[config.mk]
export PLATFORM = sky130hd
export DESIGN_NAME = pc_fetch_unit
export DESIGN_NICKNAME = d
export VERILOG_FILES = /design/src/rtl/pc_fetch_unit.sv
export SDC_FILE = /design/constraint.sdc
export NUM_CORES = 1
export LEC_CHECK = 0
export ABC_AREA = 1
export CORE_MARGIN = 2
export CORE_UTILIZATION = 58
export DETAILED_ROUTE_END_ITERATION = 12
export MAX_ROUTING_LAYER = met4
export PLACE_DENSITY = 0.92
export SETUP_SLACK_MARGIN = 0.05
export SYNTH_ARGS = -nofsm -noshare
export SYNTH_HDL_FRONTEND = slang
export SYNTH_SLANG_ARGS = --single-unit
[constraint.sdc]
create_clock -name clk -period 4.4 [get_ports clk]
set_input_delay 0.88 -clock clk [delete_from_list [all_inputs] [get_ports clk]]
set_output_delay 0.88 -clock clk [all_outputs]
set_load 0.02 [all_outputs]
[src/rtl/pc_fetch_unit.sv]
// pc_fetch_unit: instruction fetch stage with IF/ID register.
// Issues word-aligned reads, buffers one word under stall, drops stale reads.
//
// Ports:
//   clk, rst_n        clock, async active-low reset
//   imem_req/addr     read request and word address to instruction memory
//   imem_ack/rdata    read completion and returned instruction word
//   redirect/_pc      new PC from decode (low two bits ignored)
//   stall             ID cannot take a new IF/ID entry
//   if_valid/ins/pc   IF/ID entry
//   if_pc_4           if_pc + 4
module pc_fetch_unit #(
  parameter logic [31:0] RESET_PC = 32'h0000_0000
) (
  input  logic        clk,
  input  logic        rst_n,
  output logic        imem_req,
  output logic [31:0] imem_addr,
  input  logic        imem_ack,
  input  logic [31:0] imem_rdata,
  input  logic        redirect,
  input  logic [31:0] redirect_pc,
  input  logic        stall,
  output logic        if_valid,
  output logic [31:0] if_ins,
  output logic [31:0] if_pc,
  output logic [31:0] if_pc_4
);

  typedef enum logic [1:0] {
    FETCH = 2'd0,
    HOLD  = 2'd1,
    DROP  = 2'd2
  } state_t;

  state_t      state, state_nx;
  logic [31:0] pc, pc_nx;
  logic [31:0] drop_addr, drop_addr_nx;
  logic [31:0] hold_ins, hold_ins_nx;
  logic [31:0] hold_pc, hold_pc_nx;
  logic        if_valid_nx;
  logic [31:0] if_ins_nx;
  logic [31:0] if_pc_nx;
  logic [31:0] if_pc_4_nx;

  logic [31:0] pc_inc;
  logic [31:0] hold_inc;
  logic [31:0] tgt;
  logic        slot_free;

  assign pc_inc    = pc + 32'd4;
  assign hold_inc  = hold_pc + 32'd4;
  assign tgt       = {redirect_pc[31:2], 2'b00};
  assign slot_free = !if_valid || !stall;

  // DROP keeps presenting the abandoned address so the
  // in-flight read can complete and be thrown away.
  assign imem_req  = (state != HOLD);
  assign imem_addr = (state == DROP) ? drop_addr : pc;

  always_ff @(posedge clk or negedge rst_n) begin
    if (!rst_n) begin
      state     <= FETCH;
      pc        <= RESET_PC;
      drop_addr <= '0;
      hold_ins  <= '0;
      hold_pc   <= '0;
      if_valid  <= 1'b0;
      if_ins    <= '0;
      if_pc     <= '0;
      if_pc_4   <= '0;
    end else begin
      state     <= state_nx;
      pc        <= pc_nx;
      drop_addr <= drop_addr_nx;
      hold_ins  <= hold_ins_nx;
      hold_pc   <= hold_pc_nx;
      if_valid  <= if_valid_nx;
      if_ins    <= if_ins_nx;
      if_pc     <= if_pc_nx;
      if_pc_4   <= if_pc_4_nx;
    end
  end

  always_comb begin
    state_nx     = state;
    pc_nx        = pc;
    drop_addr_nx = drop_addr;
    hold_ins_nx  = hold_ins;
    hold_pc_nx   = hold_pc;
    if_valid_nx  = if_valid;
    if_ins_nx    = if_ins;
    if_pc_nx     = if_pc;
    if_pc_4_nx   = if_pc_4;

    unique case (state)
      FETCH: begin
        if (redirect) begin
          pc_nx       = tgt;
          if_valid_nx = 1'b0;
          if (!imem_ack) begin
            drop_addr_nx = pc;
            state_nx     = DROP;
          end
        end else if (imem_ack) begin
          pc_nx = pc_inc;
          if (slot_free) begin
            if_valid_nx = 1'b1;
            if_ins_nx   = imem_rdata;
            if_pc_nx    = pc;
            if_pc_4_nx  = pc_inc;
          end else begin
            hold_ins_nx = imem_rdata;
            hold_pc_nx  = pc;
            state_nx    = HOLD;
          end
        end else if (!stall) begin
          if_valid_nx = 1'b0;
        end
      end

      HOLD: begin
        if (redirect) begin
          pc_nx       = tgt;
          if_valid_nx = 1'b0;
          state_nx    = FETCH;
        end else if (!stall) begin
          if_valid_nx = 1'b1;
          if_ins_nx   = hold_ins;
          if_pc_nx    = hold_pc;
          if_pc_4_nx  = hold_inc;
          state_nx    = FETCH;
        end
      end

      DROP: begin
        if (redirect) begin
          pc_nx       = tgt;
          if_valid_nx = 1'b0;
        end else if (imem_ack) begin
          state_nx = FETCH;
        end
      end

      default: begin
        state_nx    = FETCH;
        if_valid_nx = 1'b0;
      end
    endcase
  end

endmodule

Word level (Yosys, flattened, before mapping)
Index checks and enable logic that the tools add are counted.
{"block": "totals", "elab_cells": 85, "out_inout_bits": 130, "latchBits": 0, "mem_bits_ro": 0, "ramBits": 0, "mem_count": 0, "register_bits": 227, "in_bits": 69}
{"block": "classes", "div_mod_pow": 0, "n_reduce_logical": 13, "n_lt_le_gt_ge": 0, "eq_ne": 18, "add_sub_neg": 2, "bitwise": 3, "n_shift": 0, "n_mux": 40, "n_mul": 0}
{"operator": "32-bit two-way mux", "count": 19}
{"operator": "32-bit one-hot mux with 2 select lines", "count": 4}
{"operator": "32-bit by 3-bit adder with 32-bit output (second input constant)", "count": 2}
{"operator": "2-bit two-way mux", "count": 8}
{"operator": "2-bit inequality test (second input constant)", "count": 8}
{"operator": "3-bit inequality test (second input constant)", "count": 4}
{"operator": "6-bit AND reduction", "count": 2}
{"operator": "4-bit inequality test (second input constant)", "count": 2}
{"operator": "4-bit AND reduction", "count": 2}
{"operator": "1-bit two-way mux", "count": 7}
{"operator": "2-bit one-hot mux with 3 select lines", "count": 1}
{"operator": "3-bit AND reduction", "count": 2}
{"operator": "2-bit by 1-bit inequality test with 1-bit output (second input constant)", "count": 2}
{"operator": "2-bit nonzero test", "count": 2}
{"operator": "1-bit NOT", "count": 3}
{"operator": "1-bit one-hot mux with 3 select lines", "count": 1}
{"operator": "2-bit by 1-bit == test with 1-bit output (second input constant)", "count": 1}
{"operator": "2-bit == test (second input constant)", "count": 1}
{"operator": "1-bit zero test", "count": 2}
{"operator": "2-bit zero test", "count": 1}
{"operator": "2-bit OR reduction", "count": 1}
{"operator": "1-bit logical OR", "count": 1}

Depth between registers and ports, before layout
{"block": "logic_depth", "depth_word": 6, "depth_mapped": 12, "depth_no_buf": 12}

Worst setup path before layout
No wires, ideal clock.
{"block": "synth_timing", "path_type": "flip-flop to output port", "startpoint": "register state[0]", "endpoint": "output port imem_addr[10]", "setup_slack_ns": 2.116, "stages_incl_launch_ff": 6, "n_path_buf": 2, "t_required_ns": 3.520, "t_arrival_ns": 1.404, "cell_sequence": "dfrtp_1 > inv_1 > ha_1 > clkbuf_1 > clkbuf_1 > o21ai_0"}
{"block": "synth_via", "elab_chain_cells": 2}
{"element": "from (decl)", "line_no": "36", "source": "state_t state, state_nx;"}
{"element": "from (signal assigned)", "line_no": "73", "source": "state <= state_nx;"}
{"element": "2-bit == test", "line_no": "59", "source": "assign imem_addr = (state == DROP) ? drop_addr : pc;"}
{"element": "32-bit two-way mux", "line_no": "59"}
{"element": "to (decl)", "line_no": "18", "source": "output logic [31:0] imem_addr,"}
No other way between the ends.

Worst setup path after layout
{"block": "layout_timing", "startpoint": "register state[0]", "endpoint": "output port imem_addr[17]"}
The elaborated chain is that of the path after synthesis.

==> summary.txt <==
Clocking
  • CTS H-tree lvls: 1
  • Setup Buffers After CTS: 0
  • Hold buffers post-CTS: 0
  • Clk root buf: clkbuf_16
  • Maximum root-to-sink buffer count: 3
  • Clk_lat worst skew: 0.52 ns
  • CTS buffer count: 24
  • Worst-path clk slew: 0.06 ns
  • Post-CTS sizing: 0
  • Clk sink count: 217
  • CTS tree: done

Final layout
  • Area occupied by multi-input gates: 0.00553 mm^2
  • Register area: 0.00543 mm^2
  • Synth-to-layout area growth: 24.1%
  • Final Util: 0.740
  • Final non-filler cell total: 1952
  • Fillers: 1429
  • Share of layout cells above drive strength 1: 0.0960
  • N_diodes: 0
  • Final-stage net count: 1743

Global route
  • First-pass GRT wire length: 56700 um
  • Largest net degree at the start of global routing: 95
  • Global Route Usage Sum: 0.340
  • Initial antenna violation count: 0
  • Remaining global-route overflow: 0
  • Number of global-route vias before repair: 10717

Route
  • Top sig layer: met4
  • Routed Antenna Nets: 0
  • Vias per cell: 5.76
  • DR iter-0 viols: 1201
  • Routed wl met3: 3270 um
  • Met1 wire length: 14100 um
  • DR vias: 11251
  • Metal2 WL: 16700 um
  • WL/cell: 18.1 um
  • DRC Markers: 0
  • Post-Route WL: 35400 um
  • Drt first pass iters: 6

Timing
  • Final hold vios: 0
  • Fin crit share: 0.831
  • Clk_skew: 0.0172 ns
  • Relative slew slack: 0.303
  • RSZ-0062 raised after global routing: no
  • Setup TNS: 0 ns
  • Final hold slack: 0.429 ns
  • # setup viols final: 0
  • Peak Freq: 274 MHz
  • Worst Max-Slew Pin Slew: 1.05 ns
  • Min cycle time layout: 3.65 ns
  • Number of max-slew violations in the final report: 0

Synth
  • Post-Syn Area per Cell: 7.66 um^2
  • Post-Synthesis Cell Area: 0.0117 mm^2
  • Total of warnings raised by yosys: 0
  • Post-synthesis sequential area ratio: 0.465
  • Netlist cell types: 33
  • Register bit total from synthesis: 217
  • Synth Instances: 1524

Die
  • Die H: 146 um
  • Die Area: 0.0213 mm^2
  • Initial Util: 0.596
  • IO Pins: 199
  • Core Box Area: 0.0196 mm^2
  • Core Rows: 51
  • Die width: 146 um

Placement
  • Routability cong.: 0.942
  • Post-DP HPWL: 24200 um
  • # port buffers: 190
  • Placed instance count: 1908

Critical path
  • Max FO, Critical Path: 62
  • Critical Path RT: 3.52 ns
  • Critical Path Source Type: register
  • Kind of critical path: register to output port
  • Arr. time, crit path: 2.77 ns
  • Element type at the critical path end: output port

Power
  • P per Cell Area: 882 mW/mm^2
  • Worst VDD drop: 0.496 mV
  • Pleak: 6.70 nW

Min path
  • Worst hold path class: primary input to async pin

Run status
  • Outcome: complete, no violations

Flow run
  • Max-cap violations: 0
cell type report:
cell class	instances	area share
timing repair buffer	200	0.138
inverter	79	0.0205
clock buffer	28	0.0446
clock inverter	16	0.0174
sequential	217	0.375
tap	265	0.0229
multi-input combinational	1147	0.381
metrics by stage:
step / setup slack (ns) / cell area, um^2 / power [mW]
3_3_place_gp: 1.16 / 13600 / 10.1
3_5_place_dp: 1.08 / 13600 / 10.4
6_report: 0.746 / 14500 / 12.8
2_1_floorplan: 2.12 / 11700 / 7.98
4_1_cts: 0.718 / 14500 / 12.7
5_1_grt: 0.568 / 14500 / 13.6
path summary, 6_finish.rpt:
path	endpoint	from	slack [ns]	cells past startpoint
max	imem_addr[17]	state[0]$_DFFE_PN0P_	0.75	5
min	if_ins[25]$_DFFE_PN0P_	rst_n	0.43	1
max reg2reg	if_pc_4[15]$_DFFE_PN0P_	state[1]$_DFFE_PN0P_	1.25	8
min reg2reg	hold_ins[8]$_DFFE_PN0P_	hold_ins[8]$_DFFE_PN0P_	0.47	2
max in group asynchronous	drop_addr[26]$_DFFE_PN0P_	rst_n	3.02	2
min in group clk	hold_ins[8]$_DFFE_PN0P_	hold_ins[8]$_DFFE_PN0P_	0.47	2
registers in the layout (all words and copies together) (netlist names):
signal	flops
drop_addr	30
hold_ins	32
hold_pc	30
if_ins	32
if_pc	30
if_pc_4	30
if_valid	1
pc	30
state	2
cells by family (layout without fill, tap and decap cells):
| family | after synthesis | in the layout | share of synthesized area |
|---|---|---|---|
| DFF | 217 | 217 | 0.465 |
| xor gates and xnor gates | 18 | 18 | 0.0135 |
| adders and majority gates | 5 | 5 | 0.00536 |
| buffers and inverters | 165 | 323 | 0.0654 |
| other | 1 | 6 | 0.000321 |
| AOI/OAI and AO/OA | 234 | 234 | 0.145 |
| and+or+nand+nor | 884 | 884 | 0.305 |
worst max-delay path, stage by stage, from the launching register on:
cell	delay, ns
dfrtp_1	0.38
inv_1	0.10
ha_2	0.82
nand2_1	0.11
o21ai_0	0.15
clkdlybuf4s50_1	0.66
layout by cell type, fill, tap and decap left out, types with 2 or more instances in the layout:
cell type	Yosys	routed
a21oi_1	15	15
a31oi_1	2	2
buf_12	0	2
buf_4	13	8
bufinv_16	0	6
clkbuf_1	36	2
clkbuf_16	0	25
clkbuf_8	0	2
clkdlybuf4s50_1	0	189
clkinv_2	0	3
clkinv_4	0	2
clkinvlp_4	0	4
conb_1	1	6
dfrtp_1	217	217
ha_1	5	3
ha_2	0	2
inv_1	68	68
inv_2	11	11
nand2_1	532	532
nand2_2	8	8
nand3_1	85	84
nand3_2	3	3
nand4_1	6	6
nor2_1	229	228
nor2_2	14	14
nor2_4	6	7
o211ai_1	9	9
o21a_1	3	3
o21ai_0	110	110
o21ai_1	20	20
o22ai_1	8	8
o31ai_1	2	2
o31ai_2	61	61
xor2_1	18	18
report_power, final:
| group | switching (mW) | total (mW) | leakage [nW] | internal (mW) |
|---|---|---|---|---|
| logic | 4.12 | 6.58 | 3.61 | 2.46 |
| registers | 0.941 | 3.93 | 2.66 | 2.99 |
| clock network | 0.855 | 2.27 | 0.428 | 1.41 |
metal layers:
metal,up-vias,global-route usage
met1,5347,0.452
met4,0,0.117
li1,5187,-
met3,104,0.0505
met2,613,0.537
met5,-,-
synth_stat cells:
master / n / area [um^2]
conb_1: 1 / 3.75
o31ai_1: 2 / 15.0
buf_6: 8 / 90.1
inv_2: 11 / 41.3
a22o_1: 1 / 8.76
buf_1: 1 / 3.75
o21ai_1: 20 / 100
nor2_2: 14 / 87.6
a31oi_1: 2 / 12.5
nand3_2: 3 / 30.0
dfrtp_1: 217 / 5430
nor2_1: 229 / 860
a22oi_2: 1 / 12.5
buf_4: 13 / 97.6
nand2_1: 532 / 2000
ha_1: 5 / 62.6
o21ai_2: 1 / 8.76
o21ai_0: 110 / 551
buf_2: 28 / 140
clkbuf_1: 36 / 135
nand4_1: 6 / 37.5
o22ai_1: 8 / 50.1
a21oi_1: 15 / 75.1
nor2_4: 6 / 67.6
xor2_1: 18 / 158
a2bb2oi_1: 1 / 8.76
o21a_1: 3 / 22.5
inv_1: 68 / 255
nand2_2: 8 / 50.1
nand3_1: 85 / 425
o31ai_2: 61 / 763
o211ai_1: 9 / 67.6
nand3b_1: 1 / 7.51
No activity file was read; power rests on OpenSTA's default activity.
